`src/rtl/instr_fetch_queue_if.sv`:
```
// Fetch-stage bus bundle: instruction-memory req/ack channel, decode-side
// valid/ready channel, and the control inputs (halt, redirect).
//   master : the fetch queue (drives imem_req/imem_addr and out_*)
//   slave  : the surroundings (memory, decode, branch unit)
interface instr_fetch_queue_if;
    localparam int unsigned W = 16;

    logic         halt;
    logic         redirect;
    logic [W-1:0] redirect_pc;
    logic         imem_req;
    logic [W-1:0] imem_addr;
    logic         imem_ack;
    logic [W-1:0] imem_data;
    logic         out_valid;
    logic         out_ready;
    logic [W-1:0] out_ir;
    logic [W-1:0] out_pc;

    modport master (
        input  halt, redirect, redirect_pc, imem_ack, imem_data, out_ready,
        output imem_req, imem_addr, out_valid, out_ir, out_pc
    );

    modport slave (
        output halt, redirect, redirect_pc, imem_ack, imem_data, out_ready,
        input  imem_req, imem_addr, out_valid, out_ir, out_pc
    );
endinterface

```
`src/rtl/instr_fetch_queue.sv`:
```
// Instruction fetch queue: issues one word fetch at a time over req/ack,
// buffers {instruction, pc} pairs in a DEPTH-entry FIFO and hands them to
// decode over valid/ready. A redirect flushes the queue and restarts fetch;
// a request already in flight is drained and its data dropped.
// Ports:
//   clk   - clock, rising edge
//   reset - asynchronous, active-high
//   bus   - instr_fetch_queue_if.master (imem req/ack, out valid/ready,
//           halt, redirect/redirect_pc)
module instr_fetch_queue #(
    parameter int unsigned DEPTH    = 4,
    parameter logic [15:0] RESET_PC = 16'h0000
) (
    input  logic                   clk,
    input  logic                   reset,
    instr_fetch_queue_if.master    bus
);
    localparam int unsigned AW = $clog2(DEPTH);
    localparam int unsigned CW = $clog2(DEPTH) + 1;

    typedef enum logic [1:0] {IDLE, WAIT, DRAIN} state_t;

    typedef struct packed {
        logic [15:0] ir;
        logic [15:0] pc;
    } entry_t;

    state_t        state_q, state_d;
    logic [15:0]   fetch_pc_q, fetch_pc_d;
    logic [15:0]   addr_q, addr_d;
    logic          req_q, req_d;
    logic [AW-1:0] rd_ptr_q, rd_ptr_d;
    logic [AW-1:0] wr_ptr_q, wr_ptr_d;
    logic [CW-1:0] count_q, count_d;
    entry_t        mem_q [DEPTH];

    logic          push_c;
    logic          pop_c;
    logic          valid_c;
    entry_t        wr_entry_c;

    assign valid_c    = (count_q != '0);
    assign pop_c      = valid_c && bus.out_ready && !bus.redirect;
    assign wr_entry_c = '{ir: bus.imem_data, pc: fetch_pc_q};

    // Fetch FSM: issue, wait for ack, drain a request orphaned by a redirect
    always_comb begin
        state_d    = state_q;
        fetch_pc_d = fetch_pc_q;
        addr_d     = addr_q;
        req_d      = req_q;
        push_c     = 1'b0;
        case (state_q)
            IDLE: begin
                if (bus.redirect) begin
                    fetch_pc_d = bus.redirect_pc;
                end else if (!bus.halt && (count_q < CW'(DEPTH))) begin
                    req_d   = 1'b1;
                    addr_d  = fetch_pc_q;
                    state_d = WAIT;
                end
            end
            WAIT: begin
                if (bus.redirect) begin
                    fetch_pc_d = bus.redirect_pc;
                    if (bus.imem_ack) begin
                        req_d   = 1'b0;
                        state_d = IDLE;
                    end else begin
                        state_d = DRAIN;
                    end
                end else if (bus.imem_ack) begin
                    push_c     = 1'b1;
                    fetch_pc_d = fetch_pc_q + 16'd1;
                    req_d      = 1'b0;
                    state_d    = IDLE;
                end
            end
            DRAIN: begin
                if (bus.redirect) begin
                    fetch_pc_d = bus.redirect_pc;
                end
                if (bus.imem_ack) begin
                    req_d   = 1'b0;
                    state_d = IDLE;
                end
            end
            default: begin
                state_d = IDLE;
                req_d   = 1'b0;
            end
        endcase
    end

    // Queue bookkeeping; pointers wrap naturally since DEPTH is a power of 2
    always_comb begin
        rd_ptr_d = rd_ptr_q;
        wr_ptr_d = wr_ptr_q;
        count_d  = count_q;
        if (bus.redirect) begin
            rd_ptr_d = '0;
            wr_ptr_d = '0;
            count_d  = '0;
        end else begin
            if (push_c) wr_ptr_d = wr_ptr_q + AW'(1);
            if (pop_c)  rd_ptr_d = rd_ptr_q + AW'(1);
            case ({push_c, pop_c})
                2'b10:   count_d = count_q + CW'(1);
                2'b01:   count_d = count_q - CW'(1);
                default: count_d = count_q;
            endcase
        end
    end

    // State and storage registers
    always_ff @(posedge clk or posedge reset) begin
        if (reset) begin
            state_q    <= IDLE;
            fetch_pc_q <= RESET_PC;
            addr_q     <= RESET_PC;
            req_q      <= 1'b0;
            rd_ptr_q   <= '0;
            wr_ptr_q   <= '0;
            count_q    <= '0;
            for (int unsigned i = 0; i < DEPTH; i++) begin
                mem_q[i] <= '0;
            end
        end else begin
            state_q    <= state_d;
            fetch_pc_q <= fetch_pc_d;
            addr_q     <= addr_d;
            req_q      <= req_d;
            rd_ptr_q   <= rd_ptr_d;
            wr_ptr_q   <= wr_ptr_d;
            count_q    <= count_d;
            if (push_c) begin
                mem_q[wr_ptr_q] <= wr_entry_c;
            end
        end
    end

    assign bus.imem_req  = req_q;
    assign bus.imem_addr = addr_q;
    assign bus.out_valid = valid_c;
    assign bus.out_ir    = mem_q[rd_ptr_q].ir;
    assign bus.out_pc    = mem_q[rd_ptr_q].pc;
endmodule
```
`src/flat_wrapper.sv`:
```
// flat-port wrapper written by rule: the top's interface ports become plain ports
module instr_fetch_queue_flat 
#(
    parameter int unsigned DEPTH    = 4,
    parameter logic [15:0] RESET_PC = 16'h0000
)
  (clk, reset, bus_halt, bus_redirect, bus_redirect_pc, bus_imem_ack, bus_imem_data, bus_out_ready, bus_imem_req, bus_imem_addr, bus_out_valid, bus_out_ir, bus_out_pc);
  instr_fetch_queue_if bus_i ();
  input  logic clk;
  input  logic reset;
  input wire logic [$bits(bus_i.halt)-1:0] bus_halt;
  input wire logic [$bits(bus_i.redirect)-1:0] bus_redirect;
  input wire logic [$bits(bus_i.redirect_pc)-1:0] bus_redirect_pc;
  input wire logic [$bits(bus_i.imem_ack)-1:0] bus_imem_ack;
  input wire logic [$bits(bus_i.imem_data)-1:0] bus_imem_data;
  input wire logic [$bits(bus_i.out_ready)-1:0] bus_out_ready;
  output wire logic [$bits(bus_i.imem_req)-1:0] bus_imem_req;
  output wire logic [$bits(bus_i.imem_addr)-1:0] bus_imem_addr;
  output wire logic [$bits(bus_i.out_valid)-1:0] bus_out_valid;
  output wire logic [$bits(bus_i.out_ir)-1:0] bus_out_ir;
  output wire logic [$bits(bus_i.out_pc)-1:0] bus_out_pc;
  assign bus_i.halt = bus_halt;
  assign bus_i.redirect = bus_redirect;
  assign bus_i.redirect_pc = bus_redirect_pc;
  assign bus_i.imem_ack = bus_imem_ack;
  assign bus_i.imem_data = bus_imem_data;
  assign bus_i.out_ready = bus_out_ready;
  assign bus_imem_req = bus_i.imem_req;
  assign bus_imem_addr = bus_i.imem_addr;
  assign bus_out_valid = bus_i.out_valid;
  assign bus_out_ir = bus_i.out_ir;
  assign bus_out_pc = bus_i.out_pc;
  instr_fetch_queue #(.DEPTH(DEPTH), .RESET_PC(RESET_PC)) u_core (.clk(clk), .reset(reset), .bus(bus_i));
endmodule
```
`config.mk`:
```
export PLATFORM = sky130hd
export DESIGN_NAME = instr_fetch_queue_flat
export DESIGN_NICKNAME = d
export VERILOG_FILES = /design/src/rtl/instr_fetch_queue_if.sv /design/src/rtl/instr_fetch_queue.sv /design/src/flat_wrapper.sv
export SDC_FILE = /design/constraint.sdc
export NUM_CORES = 1
export LEC_CHECK = 0
export CORE_MARGIN = 4
export CORE_UTILIZATION = 35
export DETAILED_ROUTE_END_ITERATION = 12
export MAX_ROUTING_LAYER = met4
export PLACE_DENSITY = 0.62
export SYNTH_ARGS = -nofsm -noshare
export SYNTH_HDL_FRONTEND = slang
export SYNTH_SLANG_ARGS = --single-unit
```
`constraint.sdc`:
```
create_clock -name clk -period 10.4 [get_ports clk]
set_input_delay 2.6 -clock clk [delete_from_list [all_inputs] [get_ports clk]]
set_output_delay 2.6 -clock clk [all_outputs]
set_load 0.01 [all_outputs]
```
==> run_results.csv <==
group,metric,value,unit
status,outcome,"finished clean",
placement,gp_congestion,0.825,
synthesis,synth-main-ff-cell,"dfrtp_1",
placement,hpwl,11400,µm
synthesis,synth_cell_types,52,
clocking,htreeDepth,4,
floorplan,coreArea,22000,µm²
timing,worst_slew_pin_slew,0.983,ns
drt,drt_iter0_drc,213,
worst_setup_path,end_kind,"primary output",
timing,finalHoldViolCount,0,
synthesis,yosysWarnings,0,
synthesis,ys_ff_latch,170,
timing,finalCritPeriodShare,0.519,
clocking,cts-root-buf,"clkbuf_16",
floorplan,num_io_pins,88,
global_route,grt_use_total,0.154,
drt,drt-wirelength-per-cell,19.3,µm
global_route,first_global_vias,5237,
synthesis,syn-mean-instance-area,14.4,µm²
worst_setup_path,worstSetupStartpointType,"flop",
synthesis,async_reset_ff_frac,1.00,
drt,vias_per_cell,5.29,
drt,drtPass1Iterations,4,
floorplan,core.rowCount,54,
global_route,overflow,0,
finish,n_antenna_cell,0,
synthesis,synthCells,546,
power_and_ir_drop,power_leakage,4.19,nW
global_route,grt_pass1_wl,29100,µm
global_route,antenna_found_initial,0,
power_and_ir_drop,vdd_drop_max,0.120,mV
timing,finalSetupViolCount,0,
placement,place.port_buffers,87,
synthesis,synth_fp_nets,594,
worst_setup_path,critPathSlowestCell,"dfrtp_1",
drt,vias,4822,
finish,fillers,1958,
global_route,grt_max_degree,92,
clocking,clkTransAtPathRegs,0.06,ns
clocking,cts_hold_buf,0,
worst_setup_path,crit_type,"reg -> out",
timing,rsz0062_at_grt,"no",
clocking,postCtsSetupBuffers,0,
floorplan,start_util,0.358,
finish,fin_nets,668,
worst_setup_path,slowest_delay,0.86,ns
synthesis,ys_seq_area_frac,0.542,
floorplan,die_area,24900,µm²
synthesis,synth_edf_count,0,
timing,fin_worst_skew,0.00743,ns
worst_setup_path,worstPathArrival,2.80,ns
clocking,post_cts_resized,0,
placement,place_ws,5.19,ns
clocking,clkSinkCount,170,
timing,finalSetupTns,0,ns
timing,period_needed,5.40,ns
min_path,hp-class,"reg -> reg",
worst_setup_path,cpLargestDelayFamily,"buffers and inverters",
flow_run,cap_violations,0,
worst_setup_path,crit_buf_inv,2,
timing,relSlewSlack,0.345,
clocking,numCtsBuffers,17,
finish,drive_gt1_frac,0.343,
drt,drc,0,
power_and_ir_drop,powerDensity,287,nW/µm²
timing,report.final.slew_viol_count,0,
clocking,cts_tree,"yes",
drt,ant_nets,0,
worst_setup_path,crit_chain,"buf_4 -> mux4_2 -> clkdlybuf4s50_1",
worst_setup_path,critPathRequiredTime,7.80,ns
worst_setup_path,crit_fanout,19,
timing,setup_ws,5.00,ns
finish,layout-area-overhead-vs-synth,21.5,%
clocking,cts_buffer_depth,2,
drt,wirelength,17600,µm
floorplan,dieWidth,158,µm
timing,fmax,185,MHz
synthesis,netlist_area,7860,µm²
clocking,clk_latency,0.42,ns
floorplan,die_h,158,µm
[cell families (layout without fill, tap and decap cells)]
logic type | Yosys count | in the layout | synth area share
AO/OA/AOI/OAI | 63 | 63 | 0.0529
XOR/XNOR | 5 | 5 | 0.00558
adder cells (fa/ha/maj) | 10 | 10 | 0.0169
buffers and inverters | 50 | 136 | 0.0319
flip-flops | 170 | 170 | 0.542
multiplexers | 179 | 179 | 0.302
AND/OR/NAND/NOR | 69 | 69 | 0.0492
[power breakdown]
part	switching [W]	internal (W)
clock network	0.000258	0.000395
logic	0.000403	0.000591
registers	0.000214	0.000873
total	0.000875	0.00186
[cells in the mapped netlist (all sizes together), types with 4 or more instances]
cell / count / area (µm²)
dfrtp: 170 / 4250
mux2: 144 / 1620
buf: 36 / 198
mux4: 32 / 721
a21oi: 26 / 134
nor2: 22 / 87.6
nand2: 15 / 58.8
inv: 10 / 37.5
nand3: 10 / 62.6
o21ai: 10 / 50.0
ha: 9 / 113
nor3: 6 / 52.6
and3: 4 / 25.0
clkbuf: 4 / 15.0
o22ai: 4 / 25.0
[worst register-to-register path: cells and delay by family (launching register included)]
family,cells,cell delay (ns)
buf+inv,1,0.10
simple gates,2,1.07
fa+ha+maj,1,0.28
compound gates,2,0.55
flops,1,0.42
[layer usage]
| metal | part of all wire | global-route usage | vias up |
|---|---|---|---|
| met5 | 0 | - | - |
| li1 | - | - | 2171 |
| met2 | 0.49 | 0.246 | 119 |
| met4 | 0.011 | 0.0414 | 0 |
| met3 | 0.039 | 0.0293 | 18 |
| met1 | 0.46 | 0.203 | 2514 |
[path summary, 6_finish.rpt]
path / start / endpoint / slack (ns) / cells after the start
min in group asynchronous: reset / u_core.mem_q[12]$_DFFE_PP0P_ / 2.73 / 2
worst min register to register: u_core.bus.imem_addr[4]$_DFFE_PP0P_ / u_core.bus.imem_addr[4]$_DFFE_PP0P_ / 0.49 / 1
worst min-delay path: u_core.bus.imem_addr[4]$_DFFE_PP0P_ / u_core.bus.imem_addr[4]$_DFFE_PP0P_ / 0.49 / 1
worst max-delay path: u_core.rd_ptr_q[0]$_DFFE_PP0P_ / bus_out_pc[15] / 5.00 / 3
worst max register to register: u_core.state_q[0]$_DFFE_PP0P_ / u_core.fetch_pc_q[14]$_DFFE_PP0P_ / 7.87 / 6
max in group asynchronous: reset / u_core.mem_q[84]$_DFFE_PP0P_ / 6.18 / 3
[metrics by stage]
step                      total power [W]  cell area [µm²]  utilization  std cells  hold slack, ns
after floorplan                   0.00165             7860            -        546           0.459
after global placement            0.00207             8930        0.407        881           0.468
after detailed placement          0.00211             8930        0.407        881           0.474
after CTS                         0.00277             9540        0.435        912           0.496
after global routing              0.00290             9540        0.435        912           0.503
final                             0.00273             9540        0.435        912           0.488
[state kept, by name (all words and copies together), names as in the netlist]
name / cells
u_core.rd_ptr_q: 2
u_core.wr_ptr_q: 2
u_core.bus.imem_addr: 16
u_core.bus.imem_req: 1
u_core.fetch_pc_q: 16
u_core.count_q: 3
u_core.mem_q: 128
u_core.state_q: 2
[layout make-up]
type,instances,area (µm²),share of cell area
Clock buffer,20,467,0.0489
Clock inverter,11,145,0.0152
Inverter,10,42.5,0.00446
Multi-Input combinational cell,326,3350,0.351
Sequential cell,170,4260,0.446
Tap cell,280,350,0.0367
Timing Repair Buffer,95,931,0.0976
[placed cells by master, fill, tap and decap left out, types with 13 or more instances in the layout]
cell type	n
mux4_2	32
clkdlybuf4s50_1	87
mux2_2	131
nor2_1	20
mux2_1	13
a21oi_1	25
clkbuf_16	17
dfrtp_1	169
nand2_1	14
Power figures use the tool's default switching activity.
